### src/rtl/spu_pkg.sv
// ============================================================================
// Module  : spu_pkg
// Purpose : Shared constants, privilege encoding and FSM state type for the
//           SPU event counter.
// Revision: 1.0 - initial release
// ============================================================================
`default_nettype none

package spu_pkg;

    localparam int NUM_LINES = 4;

    localparam logic [1:0] PRIV_INVALID = 2'b00;
    localparam logic [1:0] PRIV_M       = 2'b01;
    localparam logic [1:0] PRIV_S       = 2'b10;
    localparam logic [1:0] PRIV_U       = 2'b11;

    typedef enum logic [0:0] {
        ST_COUNT = 1'b0,
        ST_HALT  = 1'b1
    } state_e;

    // Mask layout is [2]=M, [1]=S, [0]=U; the invalid level never passes.
    function automatic logic priv_allowed(input logic [1:0] priv,
                                          input logic [2:0] mask);
        logic ok;
        ok = 1'b0;
        case (priv)
            PRIV_M:       ok = mask[2];
            PRIV_S:       ok = mask[1];
            PRIV_U:       ok = mask[0];
            PRIV_INVALID: ok = 1'b0;
            default:      ok = 1'b0;
        endcase
        return ok;
    endfunction

endpackage

`default_nettype wire

### src/rtl/spu_line_counter.sv
// ============================================================================
// Module  : spu_line_counter
// Purpose : One wrapping event counter with clear priority and threshold hit.
// Revision: 1.0 - initial release
// ============================================================================
`default_nettype none

module spu_line_counter #(
    parameter int CNT_WIDTH = 32
) (
    input  logic                 clk_i,
    input  logic                 rst_ni,
    input  logic                 inc_i,
    input  logic                 clear_i,
    input  logic [CNT_WIDTH-1:0] threshold_i,
    output logic [CNT_WIDTH-1:0] count_o,
    output logic                 hit_o
);

    logic [CNT_WIDTH-1:0] cnt_q;
    logic [CNT_WIDTH-1:0] cnt_d;
    logic [CNT_WIDTH-1:0] w_inc_val;

    assign w_inc_val = cnt_q + CNT_WIDTH'(1);

    always_comb begin
        cnt_d = cnt_q;
        if (clear_i) begin
            cnt_d = '0;
        end else if (inc_i) begin
            cnt_d = w_inc_val;
        end
    end

    always_ff @(posedge clk_i) begin
        if (!rst_ni) begin
            cnt_q <= '0;
        end else begin
            cnt_q <= cnt_d;
        end
    end

    // A zero threshold means "never compare".
    assign hit_o   = inc_i && !clear_i && (threshold_i != '0) && (w_inc_val == threshold_i);
    assign count_o = cnt_q;

endmodule

`default_nettype wire

### src/rtl/spu_event_counter.sv
// ============================================================================
// Module  : spu_event_counter
// Purpose : Filtered per-line event counters with threshold halt/interrupt.
// Revision: 1.0 - initial release
// ============================================================================
`default_nettype none

module spu_event_counter
    import spu_pkg::*;
#(
    parameter int ASID_WIDTH = 16,
    parameter int CNT_WIDTH  = 32
) (
    input  logic                  clk_i,
    input  logic                  rst_ni,
    input  logic [3:0]            e_id_i,
    input  logic [ASID_WIDTH+1:0] e_info_i,
    input  logic                  s_id_i,
    input  logic [3:0]            cfg_en_i,
    input  logic [2:0]            cfg_priv_mask_i,
    input  logic                  cfg_asid_match_i,
    input  logic [ASID_WIDTH-1:0] cfg_asid_i,
    input  logic [CNT_WIDTH-1:0]  cfg_threshold_i,
    input  logic                  clear_i,
    input  logic                  irq_ack_i,
    input  logic                  rd_req_i,
    input  logic [1:0]            rd_idx_i,
    output logic                  rd_valid_o,
    output logic [CNT_WIDTH-1:0]  rd_data_o,
    output logic                  irq_o,
    output logic [3:0]            irq_line_o
);

    logic [3:0]            e_id_q;
    logic [ASID_WIDTH+1:0] e_info_q;
    logic                  s_id_q;

    state_e                state_q, state_d;
    logic [3:0]            irq_line_q, irq_line_d;
    logic                  rd_valid_q, rd_valid_d;
    logic [CNT_WIDTH-1:0]  rd_data_q, rd_data_d;

    logic [1:0]            w_priv;
    logic [ASID_WIDTH-1:0] w_asid;
    logic                  w_ev_ok;
    logic [3:0]            w_inc;
    logic [3:0]            w_hit;
    logic                  w_line_clr;
    logic [CNT_WIDTH-1:0]  w_count [NUM_LINES];

    assign w_priv  = e_info_q[ASID_WIDTH +: 2];
    assign w_asid  = e_info_q[ASID_WIDTH-1:0];

    // Filters use the configuration present when the registered event is evaluated.
    assign w_ev_ok = !s_id_q
                   && priv_allowed(w_priv, cfg_priv_mask_i)
                   && (!cfg_asid_match_i || (w_asid == cfg_asid_i));

    assign w_inc      = (state_q == ST_COUNT && w_ev_ok) ? (e_id_q & cfg_en_i) : 4'b0000;
    assign w_line_clr = clear_i || (state_q == ST_HALT && irq_ack_i);

    generate
        for (genvar n = 0; n < NUM_LINES; n++) begin : g_line
            spu_line_counter #(
                .CNT_WIDTH (CNT_WIDTH)
            ) u_line (
                .clk_i       (clk_i),
                .rst_ni      (rst_ni),
                .inc_i       (w_inc[n]),
                .clear_i     (w_line_clr),
                .threshold_i (cfg_threshold_i),
                .count_o     (w_count[n]),
                .hit_o       (w_hit[n])
            );
        end
    endgenerate

    always_comb begin
        state_d    = state_q;
        irq_line_d = irq_line_q;
        if (clear_i) begin
            state_d    = ST_COUNT;
            irq_line_d = 4'b0000;
        end else begin
            case (state_q)
                ST_COUNT: begin
                    if (|w_hit) begin
                        state_d    = ST_HALT;
                        irq_line_d = irq_line_q | w_hit;
                    end
                end
                ST_HALT: begin
                    if (irq_ack_i) begin
                        state_d    = ST_COUNT;
                        irq_line_d = 4'b0000;
                    end
                end
                default: begin
                    state_d    = ST_COUNT;
                    irq_line_d = 4'b0000;
                end
            endcase
        end
    end

    always_comb begin
        rd_valid_d = rd_req_i;
        rd_data_d  = rd_data_q;
        if (rd_req_i) begin
            rd_data_d = w_count[rd_idx_i];
        end
    end

    always_ff @(posedge clk_i) begin
        if (!rst_ni) begin
            e_id_q     <= '0;
            e_info_q   <= '0;
            s_id_q     <= 1'b0;
            state_q    <= ST_COUNT;
            irq_line_q <= '0;
            rd_valid_q <= 1'b0;
            rd_data_q  <= '0;
        end else begin
            e_id_q     <= e_id_i;
            e_info_q   <= e_info_i;
            s_id_q     <= s_id_i;
            state_q    <= state_d;
            irq_line_q <= irq_line_d;
            rd_valid_q <= rd_valid_d;
            rd_data_q  <= rd_data_d;
        end
    end

    assign irq_o      = (state_q == ST_HALT);
    assign irq_line_o = irq_line_q;
    assign rd_valid_o = rd_valid_q;
    assign rd_data_o  = rd_data_q;

endmodule

`default_nettype wire

### config.mk
export PLATFORM = sky130hd
export DESIGN_NAME = spu_event_counter
export DESIGN_NICKNAME = d
export VERILOG_FILES = /design/src/rtl/spu_pkg.sv /design/src/rtl/spu_line_counter.sv /design/src/rtl/spu_event_counter.sv
export SDC_FILE = /design/constraint.sdc
export NUM_CORES = 1
export LEC_CHECK = 0
export ABC_AREA = 1
export CAP_MARGIN = 25
export CELL_PAD_IN_SITES_DETAIL_PLACEMENT = 0
export CELL_PAD_IN_SITES_GLOBAL_PLACEMENT = 1
export CORE_MARGIN = 10
export CORE_UTILIZATION = 45
export DETAILED_ROUTE_END_ITERATION = 7
export DONT_BUFFER_PORTS = 1
export PLACE_DENSITY = 0.89
export RECOVER_POWER = 100
export SYNTH_ARGS = -nofsm -noshare
export SYNTH_HDL_FRONTEND = slang
export SYNTH_HIERARCHICAL = 1
export SYNTH_SLANG_ARGS = --single-unit
### constraint.sdc
create_clock -name clk_i -period 3.5 [get_ports clk_i]
set_input_delay 0.875 -clock clk_i [delete_from_list [all_inputs] [get_ports clk_i]]
set_output_delay 0.875 -clock clk_i [all_outputs]
set_load 0.02 [all_outputs]
[Word-level counts from Yosys, hierarchy flattened]
Index checks and enable logic that the tools add are counted.
Cells by class
  reductions and logical operators: 27
  mux-type cells: 11
  $add $sub $neg: 4
  bitwise gates (word level): 5
  equal/unequal tests: 10
  magnitude comparators: 1
Operator list (count)
  $add 32x1->32 const B: 4
  $eq 32x32->1: 4
  $bmux 32 s2: 1
  $mux 32: 2
  $reduce_bool 32->1: 1
  $eq 16x16->1: 1
  $logic_and 1x1->1: 16
  $mux 4: 3
  $pmux 4 s2: 1
  $and 4x4->4: 1
  $eq 2x2->1 const B: 2
  $or 4x4->4: 1
  $pmux 1 s4: 1
  $reduce_or 2->1: 2
  $reduce_or 4->1: 1
  $ge 3x3->1 const B: 1
  $logic_not 1->1: 3
  $not 2->3: 1
  $eq 2x1->1 const B: 1
  $logic_not 2->1: 1
  $logic_or 1x1->1: 2
  $mux 1: 2
  $ne 2x1->1 const B: 1
  $ne 2x2->1 const B: 1
  3 further kinds: 4
Storage, ports and cells
  bits in registers: 189
  input bits: 86
  output and inout bits: 38
  logic and storage cells: 69

[Longest topological paths before layout]
  word-level depth: 12
  gate-level depth with buffers: 25
  mapped depth without buffers: 24

[Modules after synthesis]
The synthesis kept the hierarchy.
Modules (own cells, without submodules)
  spu_line_counter: seq. area each 640.6 um2, instances 4, area each 3031.7 um2, cells an instance 555
  spu_event_counter: seq. area each 1221.2 um2, instances 1, area each 3437.0 um2, cells an instance 522

[Worst setup path before layout]
OpenSTA, ideal clock, no wires.
  kind: in2reg
  start: in cfg_asid_i[14]
  end: reg state_q, in the netlist irq_o
  setup time: 0.056 ns
  buffers on the path: 1
  stages: 24
  slack: 0.644 ns
  data required time: 3.444 ns
  arrival: 2.800 ns
  cells stage by stage: nor2_1 > nor2_1 > nor2_1 > nand2_1 > nor2_1 > nand2_1 > nand2_1 > nand2_1 > nor2_1 > clkbuf_1 > nand2_1 > nor2_1 > nand3_1 > nor2_1 > nand3_1 > nor2_1 > nand3_1 > nor2_1 > nand3_1 > nor2_1 > nor4_1 > nand2_1 > nand2_1 > inv_1
On the way
  word-level cells in the longest chain between the ends: 11
  elaborated cells on any way between the ends: 20
  those cells by class: eq/ne (1); mux (3); reduce/logical (16)
Ends and longest elaborated chain
  start, declared: line spu_event_counter.sv:22  | input logic [ASID_WIDTH-1:0] cfg_asid_i,
  $eq 16x16->1: line spu_event_counter.sv:57  | && (!cfg_asid_match_i || (w_asid == cfg_asid_i));
  $logic_or 1x1->1: line spu_event_counter.sv:57
  $logic_and 1x1->1: line spu_event_counter.sv:57
  $logic_and 1x1->1: line spu_event_counter.sv:59  | assign w_inc = (state_q == ST_COUNT && w_ev_ok) ? (e_id_q & cfg_en_i) : 4'b0000;
  $mux 4: line spu_event_counter.sv:59
  net w_inc[0]: line spu_event_counter.sv:46  | logic [3:0] w_inc;
  $logic_and 1x1->1 (3 in a row): line spu_line_counter.sv:44  | assign hit_o = inc_i && !clear_i && (threshold_i != '0) && (w_inc_val == threshold_i);
  net w_hit[0]: line spu_event_counter.sv:47  | logic [3:0] w_hit;
  $reduce_or 4->1: line spu_event_counter.sv:87  | if (|w_hit) begin
  $mux 1: line spu_event_counter.sv:87
  $pmux 1 s2: line spu_event_counter.sv:85  | case (state_q)
  end signal, assigned: line spu_event_counter.sv:127  | state_q <= state_d;
  end, declared: line spu_event_counter.sv:38  | state_e state_q, state_d;
The timed path passes the listed nets, and every way through them passes these cells.
A chain may end at the register's enable or synchronous reset.

[Worst setup path after layout]
  start: in cfg_asid_i[14]
  end: reg g_line[2].u_line.cnt_q[22]
On the way
  word-level cells in the longest chain between the ends: 5
Ends and longest elaborated chain
  $eq 16x16->1: line spu_event_counter.sv:57
  $logic_or 1x1->1: line spu_event_counter.sv:57
  $logic_and 1x1->1: line spu_event_counter.sv:57
  $logic_and 1x1->1: line spu_event_counter.sv:59
  $mux 4: line spu_event_counter.sv:59
  net w_inc[2]: line spu_event_counter.sv:46
  end signal, assigned: line spu_line_counter.sv:39  | cnt_q <= cnt_d;
  end, declared: line spu_line_counter.sv:20  | logic [CNT_WIDTH-1:0] cnt_q;
The timed path passes the listed nets, and every way through them passes these cells.

==> summary.txt <==
Peak supply drop -> 0.363 mV
Critical path's slowest cell -> sky130_fd_sc_hd__clkbuf_2
CP Launch Point -> cfg_asid_i[14]
Worst min path class -> in -> reg
Area share of the leading cell type in the synthesized netlist -> 0.243
Busiest grt layer -> met2
Number of instances in the synthesized netlist -> 2742
Count of buffers added by post-CTS timing repair for setup -> 0
Count of standard-cell rows -> 68
Average wire length per cell after detail routing -> 19.9 um
Worst hold slack -> 0.517 ns
Sw power -> 1.28 mW
Endpoint of the worst register-to-register path -> g_line[2].u_line/count_o[22]$_SDFFE_PP0P_
Cell taking the most area after synthesis -> sky130_fd_sc_hd__dfxtp_1
Core region area -> 34400 sq um
Slew margin rel. -> 0.318
Number of H-tree levels -> 4
Initial antenna violation count -> 0
Type of element capturing the critical path -> register
Proportion of power drawn by the clock network -> 0.431
Largest fanout on the critical path -> 37
M3 GR Usage -> 0.0470
FF+latch count, synth -> 189
Max incr delay on CP -> 0.70 ns
Leakage power total -> 8.32 nW
Max cap viols -> 0
Latest clock arrival within the worst-skew pair -> 0.46 ns
Switching share of total power -> 0.274
Period utilization -> 0.868
Via count of the first global-routing pass -> 15600
Critical path depth in cells -> 15
Detailed Routing Iterations Pass 1 -> 6
Number of buffer and inverter instances along the worst setup path -> 4
Reg2reg start -> irq_o$_SDFF_PP0_
Count of nets left with antenna violations after detail routing -> 0
Number of violations reported at the end of detailed-routing iteration 0 -> 1453
Die Span Y -> 206 um
Worst r2r path cells -> 10
Reg2reg setup slack -> 0.53 ns
Critical path cell sequence -> nor2_1 -> nor2_1 -> nor2_1 -> nand2_1 -> nor2_1 -> nand2_1 -> nand2_1 -> nand2_1 -> nor2_1 -> clkbuf_2 -> clkinv_1 -> clkbuf_2 -> a21oi_1 -> o21ai_0 -> inv_1
Number of instances resized during post-cts repair -> 0
Min cycle time layout -> 3.04 ns
Proportion of layout cells with a drive suffix above 1 -> 0.0462
Number of nets produced by synthesis -> 2832
Count of flip-flops with a built-in enable after synthesis -> 0
Fmax -> 0.329 GHz
DP Wirelength -> 49900 um
Area growth, synth to finish -> 5.92%
Hold Vio Cnt, Final -> 0
Global-route congestion overflow total -> 0
Cts-stage hold buffer count -> 0
Number of antenna repair diodes -> 0
Termination of the worst setup path -> g_line[2].u_line/count_o[22]$_SDFFE_PP0P_
Worst Tran Pin Value -> 1.02 ns
Status -> completed
CTS tree -> done
Reg power frac -> 0.482
Synthesized area divided by synthesized cell count -> 5.68 sq um
Yosys warns -> 6
Width of the die -> 206 um
Count of distinct cell types in the synthesized netlist -> 37
Crit path required time -> 3.91 ns
Fraction of synthesis flops using an asynchronous set or reset pin -> 0
Clock Sinks -> 189
Pin count of the biggest net entering global routing -> 66
Post-route DRC -> 0
Vias per cell -> 5.42
Routability-driven placement congestion ratio -> 1.02
IO Pins -> 124
Post-Route Skew -> 0.0140 ns
Final-stage net count -> 2808
Main area contributors after synthesis -> sky130_fd_sc_hd__dfxtp_1 24%, sky130_fd_sc_hd__nand2_1 20%, sky130_fd_sc_hd__inv_1 11%, sky130_fd_sc_hd__nor2_1 9.7%, sky130_fd_sc_hd__nand3_1 8.5%
Wire length of the first global-routing pass -> 93700 um
Post-detailed-routing wire length -> 63500 um
GR met1 Demand/Resource -> 0.356
Library cell used as clock root buffer -> sky130_fd_sc_hd__clkbuf_16
Cell area after synthesis -> 15600 sq um
RSZ-0062 raised after global routing -> false
Setup violators final -> 0
Seq/Total Area, Yosys -> 0.243
Num CTS Buffers -> 17
Arrival @ worst endpoint -> 3.44 ns
Port buffer count -> 0
Die Outline Area -> 42400 sq um
Commonest register cell after synthesis -> sky130_fd_sc_hd__dfxtp_1
Most frequent cell on the critical path -> sky130_fd_sc_hd__nor2_1
Logic gate share of total power -> 0.086
Vias post-DR -> 17300
Internal power -> 3.39 mW
Clock slew seen by the registers of the worst setup and hold paths -> 0.08 ns
Final Slew Violations -> 0
Global-route track usage on met2 -> 0.506
CP Launch Type -> primary input
Ratio of total power to cell area -> 284 nW/um^2
Gr usage total -> 0.294
Initial core utilization -> 0.453
Critical Setup Path Class -> in -> reg
CP delay by family, top -> buffers and inverters
Setup Total Neg Slack -> 0 ns
Buffer levels on the longest clock path -> 2
==> kinds of logic after synthesis <==
| logic type | Yosys count | synth area share |
|---|---|---|
| AND/OR/NAND/NOR | 1632 | 0.457 |
| multiplexers | 32 | 0.0206 |
| XOR/XNOR | 36 | 0.0309 |
| adder cells (fa/ha/maj) | 4 | 0.00322 |
| buffers and inverters | 536 | 0.136 |
| AO/OA/AOI/OAI | 313 | 0.109 |
| flip-flops | 189 | 0.243 |
==> through the flow <==
stage / power (mW) / std cells / setup slack (ns) / util / cell area, sq um
after global placement: 2.71 / 3154 / 0.257 / 0.464 / 15900
after CTS: 4.71 / 3185 / 0.664 / 0.481 / 16500
after floorplan: 2.63 / 2742 / 0.644 / - / 15600
final: 4.68 / 3185 / 0.464 / 0.480 / 16500
after detailed placement: 2.71 / 3154 / 0.219 / 0.464 / 15900
after global routing: 4.84 / 3185 / 0.222 / 0.480 / 16500
==> worst reg2reg max path, delay by kind of cell (launching register included) <==
kind                   cells  cell delay (ns)
buffers and inverters      4             1.28
AND/OR/NAND/NOR            4             1.01
flip-flops                 1             0.34
AO/OA/AOI/OAI              2             0.29
==> routing by layer <==
| metal | vias to the layer above | routed length [um] | share of wire |
|---|---|---|---|
| met5 | - | 0 | 0 |
| met4 | 0 | 2560 | 0.040 |
| met3 | 107 | 5070 | 0.080 |
| met2 | 699 | 30600 | 0.48 |
| met1 | 7898 | 25300 | 0.40 |
| li1 | 8552 | - | - |
==> worst min path at each step <==
stage | start | end | slack, ns | depth (start not counted)
global placement | g_line[2].u_line/count_o[1]$_SDFFE_PP0P_ | g_line[2].u_line/count_o[1]$_SDFFE_PP0P_ | 0.56 | 2
finish | e_info_i[1] | e_info_q[1]$_SDFF_PN0_ | 0.52 | 2
floorplan | g_line[2].u_line/count_o[23]$_SDFFE_PP0P_ | g_line[2].u_line/count_o[23]$_SDFFE_PP0P_ | 0.53 | 2
global route | e_info_i[1] | e_info_q[1]$_SDFF_PN0_ | 0.50 | 2
detailed placement | g_line[2].u_line/count_o[1]$_SDFFE_PP0P_ | g_line[2].u_line/count_o[1]$_SDFFE_PP0P_ | 0.57 | 2
CTS | e_info_i[12] | e_info_q[12]$_SDFF_PN0_ | 0.50 | 2
==> placed cells by master (no fill, tap or decap), types with 3 or more instances in the layout <==
cell type and n:
sky130_fd_sc_hd__nand2_1 814, sky130_fd_sc_hd__inv_1 463, sky130_fd_sc_hd__nor2_1 403, sky130_fd_sc_hd__nand3_1 264, sky130_fd_sc_hd__dfxtp_1 189, sky130_fd_sc_hd__o21ai_0 153
sky130_fd_sc_hd__a21oi_1 89, sky130_fd_sc_hd__nand4_1 40, sky130_fd_sc_hd__mux2i_1 32, sky130_fd_sc_hd__o22ai_1 32, sky130_fd_sc_hd__o211ai_1 32, sky130_fd_sc_hd__nor2_4 28
sky130_fd_sc_hd__nand3b_1 24, sky130_fd_sc_hd__xor2_1 20, sky130_fd_sc_hd__clkbuf_16 17, sky130_fd_sc_hd__nor2_2 12, sky130_fd_sc_hd__nand2_2 12, sky130_fd_sc_hd__xnor3_1 12
sky130_fd_sc_hd__buf_4 11, sky130_fd_sc_hd__nand2_4 8, sky130_fd_sc_hd__inv_2 7, sky130_fd_sc_hd__clkbuf_2 6, sky130_fd_sc_hd__or2_0 5, sky130_fd_sc_hd__nand3_2 4
sky130_fd_sc_hd__o21bai_1 4, sky130_fd_sc_hd__or2_2 4, sky130_fd_sc_hd__and2_1 4, sky130_fd_sc_hd__nor2_8 4, sky130_fd_sc_hd__nor3_1 4, sky130_fd_sc_hd__clkinv_1 4
sky130_fd_sc_hd__xnor2_1 4, sky130_fd_sc_hd__ha_1 4, sky130_fd_sc_hd__o21ai_1 3, sky130_fd_sc_hd__inv_6 3, sky130_fd_sc_hd__clkbuf_1 3, sky130_fd_sc_hd__clkbuf_8 3
==> sequential cells by signal (all words and copies together), names as in the netlist <==
register               flops
rd_valid_o                 1
rd_data_o                 32
s_id_q                     1
e_info_q                  18
irq_line_o                 4
irq_o                      1
e_id_q                     4
g_line.u_line/count_o    128
==> Yosys cell counts, types with 9 or more instances <==
cell,instances
sky130_fd_sc_hd__nand4_1,40
sky130_fd_sc_hd__inv_2,9
sky130_fd_sc_hd__o21ai_0,124
sky130_fd_sc_hd__mux2i_1,32
sky130_fd_sc_hd__xor2_1,20
sky130_fd_sc_hd__a21oi_1,89
sky130_fd_sc_hd__dfxtp_1,189
sky130_fd_sc_hd__o22ai_1,32
sky130_fd_sc_hd__nor2_2,12
sky130_fd_sc_hd__o211ai_1,32
sky130_fd_sc_hd__nand2_2,12
sky130_fd_sc_hd__nand2_1,814
sky130_fd_sc_hd__nor2_4,28
sky130_fd_sc_hd__xnor3_1,12
sky130_fd_sc_hd__nand3b_1,24
sky130_fd_sc_hd__nor2_1,403
sky130_fd_sc_hd__nand3_1,264
sky130_fd_sc_hd__o21ai_1,32
sky130_fd_sc_hd__inv_1,461
sky130_fd_sc_hd__clkbuf_1,37
==> area by class of cell <==
type	count	area (sq um)
fillers	3744	17900
multi-input cells	2017	9660
flip-flops and latches	189	3780
inverters	474	1780
well taps	455	569
clock buffers	21	470
repair buffers	19	120
clock inverters	10	105
==> power groups by stage <==
stage	Combinational (mW)	Clock (mW)	Sequential [mW]
final	0.404	2.02	2.26
after global routing	0.453	2.13	2.26
after CTS	0.403	2.05	2.26
after detailed placement	0.402	0	2.31
after global placement	0.400	0	2.31
after floorplan	0.344	0	2.29
Power figures use the tool's default switching activity.
==> patch: new RTL, same flow settings <==
Reset style: asynchronous (`rst_ni`), changed in 2 clocked blocks.
--- a/src/rtl/spu_line_counter.sv
+++ b/src/rtl/spu_line_counter.sv
@@ -34,3 +34,3 @@
 
-    always_ff @(posedge clk_i) begin
+    always_ff @(posedge clk_i or negedge rst_ni) begin
         if (!rst_ni) begin
--- a/src/rtl/spu_event_counter.sv
+++ b/src/rtl/spu_event_counter.sv
@@ -113,3 +113,3 @@
 
-    always_ff @(posedge clk_i) begin
+    always_ff @(posedge clk_i or negedge rst_ni) begin
         if (!rst_ni) begin
Function: differs if rst_ni is asserted again (counterexample within 4 cycles, from zero or initial values and one cycle with rst_ni low); with rst_ni held inactive, the same outputs for 4 cycles.
==> patch against the unedited design <==
Via count fell by 7.2%. Total power increased by 4.9%. Clock power up 8%. Global-route usage down 0.87 points. Sequential cell count unchanged. Cell area fell by 4.3%. Worst setup slack got worse by 0.0023 ns. Synthesized area down 5.0%. First-iteration DRC count up 26%. Sequential power rose by 4%. Maximum frequency hardly changed. Wire length decreased by 6.8%. Sequential share of layout area up 7.0 points.
==> patch: results (changes against the unedited design) <==
Met3 Wirelength 6.75 mm (was 5.07 mm); clock network power share 44.7% (was 43.1%); delay-heaviest family, CP simple AND/OR/NAND/NOR gates (was buffers and inverters); synthesized net count 2,493 (was 2,832); Setup Skew 0.0142 ns (was 0.0140 ns); n_diodes 1 (was 0); status completed (unchanged); Rel. slew slack 29.7% (was 31.8%); Combinational Power Share 7.6% (was 8.6%); layout cells sized above 1 5.66% (was 4.62%); largest incremental delay on the critical path 0.41 ns (was 0.70 ns); vias per inst 5.63 (was 5.42); register area 0.00473 mm2 (was 0.00378 mm2); Reg2Reg Setup Slack 0.46 ns (was 0.53 ns); DRT iter0 DRCs 1,838 (was 1,453); library cells used by synthesis 33 (was 37); WP data arrival 3.42 ns (was 3.44 ns); comb_multi_in 1,883 (was 2,017); Clock Buffer Count 20 (was 21); largest net degree at the start of global routing 190 (was 66); Multi-input gate area 0.00871 mm2 (was 0.00966 mm2); first-pass GRT wire length 88.6 mm (was 93.7 mm); GP Congestion 1.01 (was 1.02); Setup crit start irq_o (was cfg_asid_i[14]); register area share after synthesis 32.0% (was 24.3%); P_int 3.55 mW (was 3.39 mW); DR WL met2 25.1 mm (was 30.6 mm)
==> patch: cell count changes in the layout (fill, tap and decap cells not counted), sizes merged, moves of 32 or more <==
cell,delta
a21oi,-67
nand2,-62
nor2,+87
o211ai,-32
o22ai,+64
dfrtp,+189
o21ai,-32
dfxtp,-189
inv,-188
a31oi,+32
nand3,-84
mux2i,-32
==> patch: cell families after synthesis <==
| logic type | share of synthesized area, % |
|---|---|
| xor+xnor | 2.61 |
| simple gates | 45.3 |
| flops | 32.0 |
| compound gates | 10.8 |
| buf+inv | 8.97 |
| fa+ha+maj | 0.339 |
==> patch: stage by stage <==
step	util, %	std cells	setup WS (ns)	hold slack (ns)	area (um2)
2_1_floorplan	-	2403	0.680	0.546	14800
3_3_place_gp	46.8	2811	0.276	0.565	15200
3_5_place_dp	46.8	2811	0.173	0.580	15200
4_1_cts	48.8	2843	0.652	0.0962	15800
5_1_grt	48.6	2843	0.188	0.0927	15800
6_report	48.6	2844	0.461	0.109	15800
